===== src/rtl/alu_32b_if.sv =====
// rtl/alu_32b_if.sv - operand/op/result bundle for the 32-bit ALU
interface alu_32b_if #(
    parameter int WIDTH = 32
);
    logic [WIDTH-1:0] a;
    logic [WIDTH-1:0] b;
    logic             carry_in;
    logic [2:0]       alu_op;
    logic [WIDTH-1:0] result;
    logic             carry_out;

    modport master (
        output a, b, carry_in, alu_op,
        input  result, carry_out
    );

    modport slave (
        input  a, b, carry_in, alu_op,
        output result, carry_out
    );
endinterface


===== src/rtl/alu_32b.sv =====
// rtl/alu_32b.sv - registered 32-bit ALU with bit-sliced ripple-carry adder
// Optional feature macro: ALU_SLT_EN (op 111 = signed set-less-than).
module alu_32b #(
    parameter int WIDTH = 32
) (
    input  logic       clk,
    input  logic       rst,
    alu_32b_if.slave   bus
);
    localparam logic [2:0] OP_AND = 3'b000;
    localparam logic [2:0] OP_OR  = 3'b001;
    localparam logic [2:0] OP_ADD = 3'b010;
    localparam logic [2:0] OP_XOR = 3'b011;
    localparam logic [2:0] OP_NOR = 3'b100;
    localparam logic [2:0] OP_SUB = 3'b110;
    localparam logic [2:0] OP_SLT = 3'b111;

    logic             sub;
    logic [WIDTH-1:0] b_eff;
    logic [WIDTH-1:0] sum;
    logic [WIDTH:0]   carry;
    logic [WIDTH-1:0] next_result;
    logic             next_carry;
    logic [WIDTH-1:0] result_q;
    logic             carry_q;

    // SUB and SLT share the a + ~b + 1 path; carry_in only feeds ADD.
    assign sub      = (bus.alu_op == OP_SUB) || (bus.alu_op == OP_SLT);
    assign carry[0] = sub ? 1'b1 : bus.carry_in;

    for (genvar i = 0; i < WIDTH; i++) begin : g_slice
        assign b_eff[i]   = bus.b[i] ^ sub;
        assign sum[i]     = bus.a[i] ^ b_eff[i] ^ carry[i];
        assign carry[i+1] = (bus.a[i] & b_eff[i]) | (carry[i] & (bus.a[i] ^ b_eff[i]));
    end

`ifdef ALU_SLT_EN
    logic slt_bit;
    // Sign of a-b, flipped when the subtraction overflowed.
    assign slt_bit = sum[WIDTH-1] ^ (carry[WIDTH] ^ carry[WIDTH-1]);
`endif

    always_comb begin
        next_result = '0;
        next_carry  = 1'b0;
        case (bus.alu_op)
            OP_AND: next_result = bus.a & bus.b;
            OP_OR:  next_result = bus.a | bus.b;
            OP_ADD: begin
                next_result = sum;
                next_carry  = carry[WIDTH];
            end
            OP_XOR: next_result = bus.a ^ bus.b;
            OP_NOR: next_result = ~(bus.a | bus.b);
            OP_SUB: begin
                next_result = sum;
                next_carry  = carry[WIDTH];
            end
`ifdef ALU_SLT_EN
            OP_SLT: next_result = {{(WIDTH-1){1'b0}}, slt_bit};
`else
            OP_SLT: next_result = '0;
`endif
            default: begin
                next_result = '0;
                next_carry  = 1'b0;
            end
        endcase
    end

    always_ff @(posedge clk or posedge rst) begin
        if (rst) begin
            result_q <= '0;
            carry_q  <= 1'b0;
        end else begin
            result_q <= next_result;
            carry_q  <= next_carry;
        end
    end

    assign bus.result    = result_q;
    assign bus.carry_out = carry_q;
endmodule


===== src/flat_wrapper.sv =====
// flat-port wrapper written by rule: the top's interface ports become plain ports
module alu_32b_flat 
#(
    parameter int WIDTH = 32
)
  (clk, rst, bus_a, bus_b, bus_carry_in, bus_alu_op, bus_result, bus_carry_out);
  alu_32b_if #(.WIDTH(WIDTH)) bus_i ();
  input  logic clk;
  input  logic rst;
  input wire logic [$bits(bus_i.a)-1:0] bus_a;
  input wire logic [$bits(bus_i.b)-1:0] bus_b;
  input wire logic [$bits(bus_i.carry_in)-1:0] bus_carry_in;
  input wire logic [$bits(bus_i.alu_op)-1:0] bus_alu_op;
  output wire logic [$bits(bus_i.result)-1:0] bus_result;
  output wire logic [$bits(bus_i.carry_out)-1:0] bus_carry_out;
  assign bus_i.a = bus_a;
  assign bus_i.b = bus_b;
  assign bus_i.carry_in = bus_carry_in;
  assign bus_i.alu_op = bus_alu_op;
  assign bus_result = bus_i.result;
  assign bus_carry_out = bus_i.carry_out;
  alu_32b #(.WIDTH(WIDTH)) u_core (.clk(clk), .rst(rst), .bus(bus_i));
endmodule

===== config.mk =====
export PLATFORM = sky130hd
export DESIGN_NAME = alu_32b_flat
export DESIGN_NICKNAME = d
export VERILOG_FILES = /design/src/rtl/alu_32b_if.sv /design/src/rtl/alu_32b.sv /design/src/flat_wrapper.sv
export SDC_FILE = /design/constraint.sdc
export NUM_CORES = 1
export LEC_CHECK = 0
export CAP_MARGIN = 40
export CORE_ASPECT_RATIO = 2
export CORE_MARGIN = 1
export CORE_UTILIZATION = 25
export CTS_CLUSTER_DIAMETER = 100
export DETAILED_ROUTE_END_ITERATION = 10
export SKIP_LAST_GASP = 1
export SYNTH_ARGS = -nofsm -noshare
export SYNTH_HDL_FRONTEND = slang
export SYNTH_SLANG_ARGS = --single-unit

===== constraint.sdc =====
create_clock -name clk -period 0.91 [get_ports clk]
set_input_delay 0.1365 -clock clk [delete_from_list [all_inputs] [get_ports clk]]
set_output_delay 0.1365 -clock clk [all_outputs]
set_load 0.01 [all_outputs]

==> flow_metrics.py <==
metrics = {
    "outcome": {
        "status": "finished, violations left",
        "violations": "setup timing",
    },
    "timing": {
        "fmax_mhz": 83.6,
        "rsz0062_at_grt": "true",
        "setup_slack_ns": -11.05,
        "worst_pin_slew_ns": 0.538,
        "hold_ws_ns": 0.218,
        "drv_slew": 0,
        "finalSetupViolCount": 56,
        "slew_headroom_pct": 64.0,
        "period_share_pct": 1310,
        "min_period_ns": 11.96,
        "hold_viol": 0,
    },
    "critical_path": {
        "cp_top_family": "adder cells",
        "cp.required_ns": 1.13,
        "cp-start-kind": "input port",
        "startpoint": "bus_alu_op[1]",
        "worstSetupEndpointType": "flop",
        "critPathMaxFanout": 4,
        "slowest_delay_ns": 0.40,
        "slowest_stage": "fa_2",
        "cp.arrival_ns": 12.18,
        "crit_buf_inv": 2,
        "cp_common_cell": "fa_2",
        "worst-setup-path-type": "input port to flop",
    },
    "logic_synthesis": {
        "yosysWarnings": 0,
        "ys_types": 25,
        "synth_enable_flop_cells": 0,
        "synth_top_area_cell": "dfrtp_1",
        "avgSynthCellArea_um2": 9.72,
        "syn-num-nets": 588,
        "syn-instance-count": 422,
        "async_flop_share_pct": 100,
        "synthTopCellsByArea": "dfrtp_1 20%, ha_1 20%, fa_1 16%",
        "yosysTopAreaCellShare_pct": 20.1,
        "ys_seq_area_share_pct": 20.1,
        "syn-cell-area_um2": 4100,
        "synth_ff_type": "dfrtp_1",
        "synth_seq_cells": 33,
    },
    "cts": {
        "htree_levels": 2,
        "cts_tree": "yes",
        "clk_pin_slew_ns": 0.06,
        "cts_made_buffers": 5,
        "clockBufferDepth": 2,
        "clock_sink_count": 33,
        "ctsRootBufferMaster": "clkbuf_16",
    },
    "final_layout": {
        "antenna_cells": 0,
        "area_delta_synth_final_pct": 45.2,
        "layout-drive-gt1-share_pct": 25.9,
        "finalNetCount": 728,
        "post-route-util_pct": 37.4,
    },
    "floorplanning": {
        "row_count": 65,
        "dieHeight_um": 183,
        "core_region_area_um2": 15900,
        "initial_utilization_pct": 25.7,
        "die_w_um": 92.6,
        "ios": 103,
        "fp.dieArea_um2": 17000,
    },
    "flow_run": {
        "maxCapViolCount": 0,
    },
    "drt": {
        "vias_per_cell": 4.70,
        "totalWireLength_mm": 12.3,
        "drt_iter0_markers": 195,
        "dr.pass1.iters": 5,
        "ant_nets": 0,
        "vias": 3591,
        "wire_per_inst_um": 16.2,
        "route.detailed.drc": 0,
    },
    "power_and_ir_drop": {
        "powerDensity_nw_per_um2": 1110,
        "peakVddDrop_uv": 575,
        "leakagePower_nw": 2.82,
    },
    "grt": {
        "first_global_vias": 3895,
        "antenna_found_initial": 0,
        "grt_usage_pct": 15.1,
        "grt_start_max_net_pins": 78,
        "grt.overflow.total": 0,
        "grt_pass1_wl_mm": 19.4,
    },
    "placement": {
        "io_buffers": 102,
        "gp_congestion": 0.811,
        "dp_hpwl_mm": 9.58,
    },
    "min_path": {
        "hold_class": "input port to asynchronous set/reset pin",
    },
}
cell usage after synthesis, types with 4 or more instances:
master	number
nor2b_1	26
a221o_1	22
clkbuf_1	10
nor2_1	12
inv_1	66
a2111oi_0	18
nand3b_1	7
ha_1	64
o22ai_1	7
nand2_1	15
a21oi_1	14
o21ai_0	7
fa_1	32
dfrtp_1	33
mux2i_1	7
buf_2	9
buf_6	4
xnor2_1	32
nor3_1	18
mux2_1	7
buf_4	4
layout make-up:
| cell class | instances | area, um^2 |
|---|---|---|
| clock inverters | 1 | 5.00 |
| well taps | 201 | 251 |
| inverters | 66 | 248 |
| repair buffers | 160 | 1460 |
| flip-flops and latches | 33 | 826 |
| multi-input cells | 296 | 3010 |
| clock buffers | 7 | 153 |
| fillers | 1628 | 9980 |
registers in the layout (all words and copies together), names as in the netlist:
name                  flops
u_core.bus.carry_out      1
u_core.bus.result        32
cells in the final DEF, fill, tap and decap left out, drive strengths merged:
cell type | netlist | routed
buf | 17 | 94
inv | 66 | 66
ha | 64 | 64
clkdlybuf4s50 | 0 | 61
dfrtp | 33 | 33
xnor2 | 32 | 32
fa | 32 | 32
nor2b | 27 | 27
a221o | 22 | 22
nor3 | 18 | 18
a2111oi | 18 | 18
nand2 | 15 | 15
a21oi | 14 | 14
nor2 | 12 | 12
o21ai | 7 | 7
nand3b | 7 | 7
mux2 | 7 | 7
mux2i | 7 | 7
o22ai | 7 | 7
clkbuf | 10 | 7
a211o | 3 | 3
nand2b | 3 | 3
dlymetal6s2s | 0 | 2
clkdlybuf4s15 | 0 | 2
and2 | 1 | 1
clkinv | 0 | 1
bufbuf | 0 | 1
cells by family after synthesis:
| group | share of synthesized area [%] |
|---|---|
| compound gates | 13.5 |
| xor+xnor | 6.83 |
| fa+ha+maj | 35.1 |
| buf+inv | 9.88 |
| flops | 20.1 |
| mux | 3.63 |
| simple gates | 10.9 |
tightest hold or removal path, stage by stage:
cell and delay (ns):
clkdlybuf4s50_1 0.40, inv_1 0.10, buf_12 0.22
routing by layer:
metal	global-route usage (%)	up-vias	part of all wire, %
met5	0	-	0
met4	11.8	0	7.4
met3	1.70	48	3.5
met2	28.9	120	56
met1	14.1	1727	33
li1	-	1696	-
final timing paths:
path | endpoint | slack [ns] | cells past startpoint
min in group clk | u_core.bus.result[4] | 0.39 | 3
max in group asynchronous | u_core.bus.result[11] | 0.49 | 3
setup / recovery | u_core.bus.result[31] | -11.05 | 38
hold / removal | u_core.bus.result[0] | 0.22 | 3
per-stage QoR:
step,instance area (um^2),setup slack (ns),std cells,TNS [ns],power (mW)
6_report,5960,-11.05,764,-196.94,6.58
5_1_grt,5960,-11.30,764,-202.24,7.03
4_1_cts,5900,-11.29,763,-201.07,6.62
3_5_place_dp,5750,-12.15,752,-227.34,4.84
3_3_place_gp,5750,-11.96,752,-223.87,4.72
2_1_floorplan,4220,-11.59,422,-213.51,3.34
power by group:
group	switching, mW	internal, mW	total [mW]
Combinational	1.42	1.55	2.98
Sequential	0.0788	1.68	1.76
Clock	0.688	1.16	1.85
Total	2.19	4.39	6.58
what timing repair did:
item                                    in CTS  in global routing
endpoints found under the setup margin      66                 66
gates resized for setup                    166                 13
pin swaps                                   39                 13
hold buffers                                 0                  0
setup buffers                                2                  1
gates cloned                                 1                  0
No activity file was read; power rests on OpenSTA's default activity.
